==> config.mk <==
export PLATFORM = sky130hd
export DESIGN_NAME = mcu_uart_tx
export DESIGN_NICKNAME = d
export VERILOG_FILES = /design/src/rtl/mcu_uart_tx.sv
export SDC_FILE = /design/constraint.sdc
export NUM_CORES = 1
export LEC_CHECK = 0
export CORE_UTILIZATION = 66
export DETAILED_ROUTE_END_ITERATION = 6
export GPL_ROUTABILITY_DRIVEN = 0
export PLACE_DENSITY = 0.92
export RECOVER_POWER = 100
export SYNTH_ARGS = -nofsm -noshare
export SYNTH_HDL_FRONTEND = slang
export SYNTH_SLANG_ARGS = --single-unit
==> constraint.sdc <==
create_clock -name clk -period 5.2 [get_ports clk]
set_clock_uncertainty 0.15 [all_clocks]
set_input_delay 0.52 -clock clk [delete_from_list [all_inputs] [get_ports clk]]
set_output_delay 0.52 -clock clk [all_outputs]
set_load 0.03 [all_outputs]
==> src/rtl/mcu_uart_tx.sv <==
// UART transmitter toward the BL616 MCU: byte FIFO feeding an async framing engine
// with optional parity and one or two stop bits.
module mcu_uart_tx #(
    parameter int unsigned CLKS_PER_BIT = 48,
    parameter int unsigned FIFO_DEPTH   = 16,
    parameter int unsigned PARITY       = 0,
    parameter int unsigned STOP_BITS    = 1
) (
    input  logic                          clk,
    input  logic                          reset,
    input  logic [7:0]                    data,
    input  logic                          valid,
    output logic                          ready,
    output logic                          tx,
    output logic                          busy,
    output logic [$clog2(FIFO_DEPTH):0]   fifo_level
);

    localparam int unsigned PTR_W  = $clog2(FIFO_DEPTH);
    localparam int unsigned LVL_W  = PTR_W + 1;
    localparam int unsigned BAUD_W = $clog2(CLKS_PER_BIT) + ((STOP_BITS == 2) ? 1 : 0);

    localparam logic [BAUD_W-1:0] BIT_LAST  = BAUD_W'(CLKS_PER_BIT - 1);
    localparam logic [BAUD_W-1:0] STOP_LAST = BAUD_W'(STOP_BITS * CLKS_PER_BIT - 1);
    localparam logic [LVL_W-1:0]  LVL_FULL  = LVL_W'(FIFO_DEPTH);
    localparam logic              HAS_PAR   = (PARITY != 0);
    localparam logic              PAR_ODD   = (PARITY == 2);

    typedef enum logic [2:0] {
        S_IDLE,
        S_START,
        S_DATA,
        S_PARITY,
        S_STOP
    } state_t;

    // ------------------------------------------------------------------
    // FIFO
    // ------------------------------------------------------------------
    logic [7:0]       mem [FIFO_DEPTH];
    logic [PTR_W-1:0] wr_ptr_q;
    logic [PTR_W-1:0] rd_ptr_q;
    logic [LVL_W-1:0] level_q;
    logic             push_c;
    logic             pop_c;
    logic             fifo_empty_c;
    logic [7:0]       fifo_head_c;

    assign ready        = (level_q != LVL_FULL) && !reset;
    assign push_c       = valid && ready;
    assign fifo_empty_c = (level_q == '0);
    assign fifo_head_c  = mem[rd_ptr_q];
    assign fifo_level   = level_q;

    // Storage array carries no reset; only pointers and level define contents.
    always_ff @(posedge clk) begin
        if (push_c) begin
            mem[wr_ptr_q] <= data;
        end
    end

    always_ff @(posedge clk) begin
        if (reset) begin
            wr_ptr_q <= '0;
            rd_ptr_q <= '0;
            level_q  <= '0;
        end else begin
            if (push_c) begin
                wr_ptr_q <= wr_ptr_q + PTR_W'(1);
            end
            if (pop_c) begin
                rd_ptr_q <= rd_ptr_q + PTR_W'(1);
            end
            case ({push_c, pop_c})
                2'b10:   level_q <= level_q + LVL_W'(1);
                2'b01:   level_q <= level_q - LVL_W'(1);
                default: level_q <= level_q;
            endcase
        end
    end

    // ------------------------------------------------------------------
    // Framing engine
    // ------------------------------------------------------------------
    state_t            state_q;
    state_t            state_n;
    logic [BAUD_W-1:0] baud_q;
    logic [BAUD_W-1:0] baud_n;
    logic [2:0]        bit_idx_q;
    logic [2:0]        bit_idx_n;
    logic [7:0]        byte_q;
    logic [7:0]        byte_n;
    logic              tx_q;
    logic              tx_n;
    logic              bit_done_c;
    logic              stop_done_c;

    assign bit_done_c  = (baud_q == BIT_LAST);
    assign stop_done_c = (baud_q == STOP_LAST);

    always_ff @(posedge clk) begin
        if (reset) begin
            state_q   <= S_IDLE;
            baud_q    <= '0;
            bit_idx_q <= '0;
            byte_q    <= '0;
            tx_q      <= 1'b1;
        end else begin
            state_q   <= state_n;
            baud_q    <= baud_n;
            bit_idx_q <= bit_idx_n;
            byte_q    <= byte_n;
            tx_q      <= tx_n;
        end
    end

    always_comb begin
        state_n   = state_q;
        baud_n    = baud_q + BAUD_W'(1);
        bit_idx_n = bit_idx_q;
        byte_n    = byte_q;
        pop_c     = 1'b0;

        case (state_q)
            S_IDLE: begin
                baud_n = '0;
                if (!fifo_empty_c) begin
                    pop_c     = 1'b1;
                    byte_n    = fifo_head_c;
                    bit_idx_n = '0;
                    state_n   = S_START;
                end
            end
            S_START: begin
                if (bit_done_c) begin
                    baud_n    = '0;
                    bit_idx_n = '0;
                    state_n   = S_DATA;
                end
            end
            S_DATA: begin
                if (bit_done_c) begin
                    baud_n = '0;
                    if (bit_idx_q == 3'd7) begin
                        state_n = HAS_PAR ? S_PARITY : S_STOP;
                    end else begin
                        bit_idx_n = bit_idx_q + 3'd1;
                    end
                end
            end
            S_PARITY: begin
                if (bit_done_c) begin
                    baud_n  = '0;
                    state_n = S_STOP;
                end
            end
            S_STOP: begin
                if (stop_done_c) begin
                    baud_n = '0;
                    // Chain straight into the next start bit when more data is queued.
                    if (!fifo_empty_c) begin
                        pop_c     = 1'b1;
                        byte_n    = fifo_head_c;
                        bit_idx_n = '0;
                        state_n   = S_START;
                    end else begin
                        state_n = S_IDLE;
                    end
                end
            end
            default: begin
                baud_n  = '0;
                state_n = S_IDLE;
            end
        endcase
    end

    // Line level is registered from the upcoming state so tx moves with the state change.
    always_comb begin
        tx_n = 1'b1;
        case (state_n)
            S_START:  tx_n = 1'b0;
            S_DATA:   tx_n = byte_n[bit_idx_n];
            S_PARITY: tx_n = (^byte_n) ^ PAR_ODD;
            default:  tx_n = 1'b1;
        endcase
    end

    assign tx   = tx_q;
    assign busy = (state_q != S_IDLE) || !fifo_empty_c;

endmodule

==> results of run 1 <==
[registers in the layout (all words and copies together) (netlist names), named ones only]
name,cells
mem,128
byte_q,8
baud_q,6
fifo_level,5
rd_ptr_q,4
wr_ptr_q,4
bit_idx_q,3
state_q,3
tx,1
[layout make-up]
| class | instances | area, um2 | area share, % |
|---|---|---|---|
| flip-flops and latches | 166 | 4610 | 59.8 |
| inverters | 10 | 37.5 | 0.487 |
| clock buffers | 18 | 418 | 5.43 |
| well taps | 136 | 170 | 2.21 |
| multi-input cells | 242 | 2130 | 27.6 |
| clock inverters | 14 | 116 | 1.51 |
| repair buffers | 26 | 225 | 2.92 |
[Yosys cell counts, drive strengths merged (3+ instances only)]
library cell and count:
xnor2 9, mux2i 28, mux4 26, a31oi 5
nor3 8, mux2 3, nor2b 5, nand4 8
nand3 8, dfxtp 38, or2 4, o21ai 10
a21o 3, buf 15, a221oi 5, xor2 10
inv 9, clkbuf 8, nor2 45, edfxtp 128
nand2b 5, a21oi 11, ha 11, and2 4
nand2 13
[placed cells by master, fill, tap and decap left out, types with 5 or more instances in the layout]
cell type      instances
edfxtp_1             128
a31oi_1                5
nor3_1                 8
clkbuf_16             16
clkbuf_1               5
nor2_1                45
mux4_2                11
a221oi_1               5
o21ai_0                8
a21oi_1               11
mux4_1                15
xnor2_1                9
nand2_1               13
xor2_1                10
nand4_1                8
nand2b_1               5
nand3_1                8
inv_1                  9
inv_6                  5
dlygate4sd3_1         16
nor2b_1                5
mux2i_1               28
dfxtp_1               37
ha_1                  11
[where the power goes]
group / switching [W] / internal [W]
clock: 0.000530 / 0.000600
combinational: 0.000658 / 0.000612
sequential: 0.000113 / 0.00151
total: 0.00130 / 0.00273
[layer usage]
layer	global-route usage, %	vias to the layer above	routed length [um]
met5	0	-	0
met3	6.99	31	800
met4	10.9	0	274
met1	34.5	1958	5610
met2	46.8	168	7220
li1	-	1747	-
[stage by stage]
step,cells,worst slack (ps)
detailed placement,580,1610
global placement,580,1760
CTS,612,1610
finish,612,1140
floorplan,441,1670
global route,612,856
[kinds of logic after synthesis]
logic type	count (synthesis)	share of synthesized area [%]
simple gates	104	7.23
xor+xnor	20	2.70
mux	57	13.7
flops	166	65.9
compound gates	49	4.92
fa+ha+maj	12	2.25
buf+inv	33	3.36
[final timing paths]
path         slack, ps  depth (start not counted)  startpoint            end
max               1140                         11   baud_q[0]  fifo_level[4]
min                300                          1   baud_q[0]      baud_q[0]
max reg2reg       1140                         11   baud_q[0]  fifo_level[4]
min reg2reg        300                          1   baud_q[0]      baud_q[0]
[worst reg2reg max path, delay by kind of cell (launching register included)]
family	cells	cell delay [ps]
DFF	1	360
xor gates and xnor gates	1	90
and+or+nand+nor	3	1120
AOI/OAI and AO/OA	4	1370
adders and majority gates	3	920
==> flow_summary.json, run 1 <==
{
  "outcome": "finished, final reports clean",
  "power_density_nw_per_um2": 523,
  "routed_via_density": 6.38,
  "grt_max_degree": 31,
  "yosys.area.top_type_share_pct": 55.0,
  "async_flop_share_pct": 0,
  "max-cap-violations": 0,
  "cts_tree": "built",
  "ios": 19,
  "clk_pin_slew_ps": 70,
  "worst_pin_slew_ps": 1050,
  "yosysWarnings": 0,
  "drtIter0Drc": 391,
  "drtAntennaViolNets": 0,
  "gr-total-overflow": 0,
  "end_kind": "flip-flop",
  "rows": 37,
  "route.detailed.drc": 0,
  "dp_hpwl_um": 8620,
  "stdcell_area_um2": 7700,
  "initial_core_util_pct": 68.0,
  "core-area_um2": 10300,
  "hold_buffers": 0,
  "cts-resized-gates": 0,
  "fin_tns_setup_ps": 0,
  "syn_area_um2": 6990,
  "seq_area_frac_synth_pct": 65.9,
  "critical-path-max-stage-delay_ps": 860,
  "synth_top_area_cell": "edfxtp_1",
  "placed_area_um2": 7210,
  "synth-seq-cells": 166,
  "timing.critical_path.mode_cell": "ha_1",
  "die_area_um2": 11000,
  "dr.pass1.iters": 5,
  "finalWirelength_um": 13900,
  "antennaDiodeCount": 0,
  "required_ps": 5520,
  "cts-buffers-inserted": 17,
  "finalHoldViolCount": 0,
  "critPathBufInv": 0,
  "ir_drop_mv": 0.347,
  "critPathKind": "reg -> reg",
  "fp.dieW_um": 105,
  "finalSetupViolCount": 0,
  "slew_viol_final": 0,
  "area_delta_synth_final_pct": 10.1,
  "final_util_pct": 74.9,
  "worstHoldPathType": "reg -> reg",
  "syn_area_per_cell_um2": 15.9,
  "synth_nets": 464,
  "grt_pass1_vias": 4093,
  "critPathSlowestCell": "o21ai_0",
  "gr-usage-all-layers_pct": 27.7,
  "vias": 3904,
  "synth-main-ff-cell": "edfxtp_1",
  "htree_num_levels": 4,
  "crit_chain": "ha_1 -> nand3_1 -> o21ai_0 -> and2_1 -> ha_1 -> ha_1 -> a21o_1 -> a21oi_1 -> xor2_1 -> or3_1 -> a21oi_1",
  "rsz0062_at_grt": "no",
  "critPathMaxFanout": 16,
  "drive_gt1_share_pct": 11.6,
  "grt_pass1_wl_um": 21800,
  "die_y_um": 105,
  "clockBufferDepth": 2,
  "post_cts_buffers": 0,
  "clk_latency_ps": 540,
  "nNetsFinal": 486,
  "post-route-period-util_pct": 78.2,
  "start_kind": "flip-flop",
  "cts_root_buf": "clkbuf_8",
  "fmax_ghz": 0.246,
  "power_w": 0.00403,
  "timing.hold.ws_ps": 300,
  "cts.sinks": 166,
  "routedWlPerCell_um": 22.7,
  "yosysUniqueCellTypes": 53,
  "synth_area_leaders": "edfxtp_1, dfxtp_1, mux4_1",
  "relSlewSlack_pct": 29.0,
  "timing.final.crit_period_ps": 4060,
  "cp_top_family": "compound AO/OA/AOI/OAI gates",
  "syn-instance-count": 441,
  "synth-edff-count": 128,
  "power_leakage_nw": 2.61,
  "port_buffers": 18,
  "antenna_found_initial": 0,
  "cp.arrival_ps": 4380,
  "fillCellCount": 593
}
(Power assumes the default switching activity.)
==> inputs of run 2 (changes only) <==
--- a/config.mk
+++ b/config.mk
@@ -5,10 +5,10 @@
 export SDC_FILE = /design/constraint.sdc
 export NUM_CORES = 1
 export LEC_CHECK = 0
-export CORE_UTILIZATION = 66
+export CORE_UTILIZATION = 61
 export DETAILED_ROUTE_END_ITERATION = 6
 export GPL_ROUTABILITY_DRIVEN = 0
-export PLACE_DENSITY = 0.92
+export PLACE_DENSITY = 0.87
 export RECOVER_POWER = 100
 export SYNTH_ARGS = -nofsm -noshare
 export SYNTH_HDL_FRONTEND = slang
==> constraint.sdc (replaced) <==
create_clock -name clk -period 3.9 [get_ports clk]
set_clock_uncertainty 0.15 [all_clocks]
set_input_delay 0.39 -clock clk [delete_from_list [all_inputs] [get_ports clk]]
set_output_delay 0.39 -clock clk [all_outputs]
set_load 0.03 [all_outputs]
==> flow_summary.json, run 2 (synthesis gave the netlist of run 1 again) <==
{
  "routedWlPerCell_um": 21.5,
  "critPathKind": "reg -> reg",
  "rsz0062_at_grt": "no",
  "area_delta_synth_final_pct": 11.3,
  "cts-buffers-inserted": 17,
  "ios": 19,
  "worst_pin_slew_ps": 893,
  "post-route-period-util_pct": 85.1,
  "critPathMaxFanout": 10,
  "timing.final.crit_period_ps": 3320,
  "largest-register": "mem",
  "start_kind": "flip-flop",
  "htree_num_levels": 4,
  "slew_viol_final": 0,
  "antennaDiodeCount": 0,
  "die_area_um2": 11900,
  "rows": 38,
  "seqCellArea_um2": 4610,
  "cp_top_family": "adder cells",
  "finalHoldViolCount": 0,
  "fmax_ghz": 0.301,
  "antenna_found_initial": 0,
  "gr-total-overflow": 0,
  "port_buffers": 18,
  "clk_latency_ps": 440,
  "fp.dieW_um": 109,
  "layout_common_cells": "edfxtp_1, nor2_1, dfxtp_1",
  "core-area_um2": 11000,
  "outcome": "finished, final reports clean",
  "drtIter0Drc": 352,
  "clk_pin_slew_ps": 60,
  "top_regs": "mem: 128 flops, byte_q: 8 flops, baud_q: 6 flops",
  "finalSetupViolCount": 0,
  "dr.pass1.iters": 5,
  "initial_core_util_pct": 63.7,
  "largest_reg_flops": 128,
  "ir_drop_mv": 0.678,
  "required_ps": 4110,
  "power_w": 0.00548,
  "cts_tree": "built",
  "finalWirelength_um": 13300,
  "grt_pass1_wl_um": 20600,
  "fin_tns_setup_ps": 0,
  "multi_input_area_um2": 2150,
  "timing.critical_path.mode_cell": "ha_1",
  "routed_via_density": 6.25,
  "critPathBufInv": 1,
  "nNetsFinal": 491,
  "end_kind": "flip-flop",
  "vias": 3883,
  "power_leakage_nw": 2.64,
  "hold_buffers": 0,
  "crit_chain": "ha_1 -> nand3_1 -> o21ai_0 -> clkbuf_1 -> and2_0 -> ha_1 -> ha_1 -> a21o_1 -> a21oi_1 -> xor2_1 -> or3_1 -> a21oi_1",
  "clockBufferDepth": 2,
  "fillCellCount": 685,
  "worstHoldPathType": "reg -> reg",
  "power_density_nw_per_um2": 704,
  "route.detailed.drc": 0,
  "dp_hpwl_um": 8730,
  "critical-path-max-stage-delay_ps": 430,
  "gr-usage-all-layers_pct": 24.8,
  "cts-resized-gates": 0,
  "relSlewSlack_pct": 40.3,
  "grt_pass1_vias": 3871,
  "drive_gt1_share_pct": 12.3,
  "cts.sinks": 166,
  "grt_max_degree": 30,
  "cts_root_buf": "clkbuf_16",
  "final_common_cell": "edfxtp_1",
  "cp.arrival_ps": 3530,
  "timing.hold.ws_ps": 306,
  "critPathSlowestCell": "clkbuf_1",
  "post_cts_buffers": 0,
  "max-cap-violations": 0,
  "die_y_um": 109,
  "placed_area_um2": 7250,
  "drtAntennaViolNets": 0,
  "stdcell_area_um2": 7780
}
run 2: cell types whose count changed in the layout (fill, tap and decap cells not counted), sizes merged:
| cell | change |
|---|---|
| clkinv | -1 |
| inv | -3 |
| clkinvlp | +3 |
| clkbuf | +2 |
| bufinv | +1 |
| buf | +3 |
run 2: routing by layer:
| metal | vias to the layer above | global-route usage [%] | part of all wire [%] |
|---|---|---|---|
| li1 | 1758 | - | - |
| met1 | 1932 | 30.7 | 42 |
| met2 | 166 | 40.0 | 50 |
| met3 | 27 | 7.83 | 5.9 |
| met4 | 0 | 11.2 | 2.0 |
| met5 | - | 0 | 0 |
run 2: layout make-up:
cell class | count | area share (%)
inverter | 10 | 0.483
timing repair buffer | 31 | 3.28
multi-input combinational | 242 | 27.6
clock inverter | 14 | 1.64
tap | 140 | 2.25
sequential | 166 | 59.2
clock buffer | 18 | 5.52
run 2: path summary, 6_finish.rpt:
kind / startpoint / end / slack (ps) / depth (start not counted)
setup reg to reg: baud_q[0] / fifo_level[4] / 580 / 12
hold reg to reg: baud_q[0] / baud_q[0] / 310 / 1
setup / recovery: baud_q[0] / fifo_level[4] / 580 / 12
hold / removal: baud_q[0] / baud_q[0] / 310 / 1
run 2: report_power, final:
group,leakage [nW],switching (W),internal (W)
clock,0.260,0.000694,0.000882
combinational,0.914,0.000876,0.000854
sequential,1.46,0.000155,0.00202
run 2: stage by stage:
stage	cells	worst slack, ps	util [%]
after CTS	621	722	71.1
after floorplan	441	368	-
after detailed placement	589	719	66.0
after global placement	589	806	66.0
final	621	581	70.8
after global routing	621	384	70.8
run 2: worst reg2reg max path: cells and delay by family, from the launching register on:
kind	cells	cell delay, ps
adder cells (fa/ha/maj)	3	810
AND/OR/NAND/NOR	3	720
AO/OA/AOI/OAI	4	700
buffers and inverters	1	430
flip-flops	1	360
XOR/XNOR	1	90
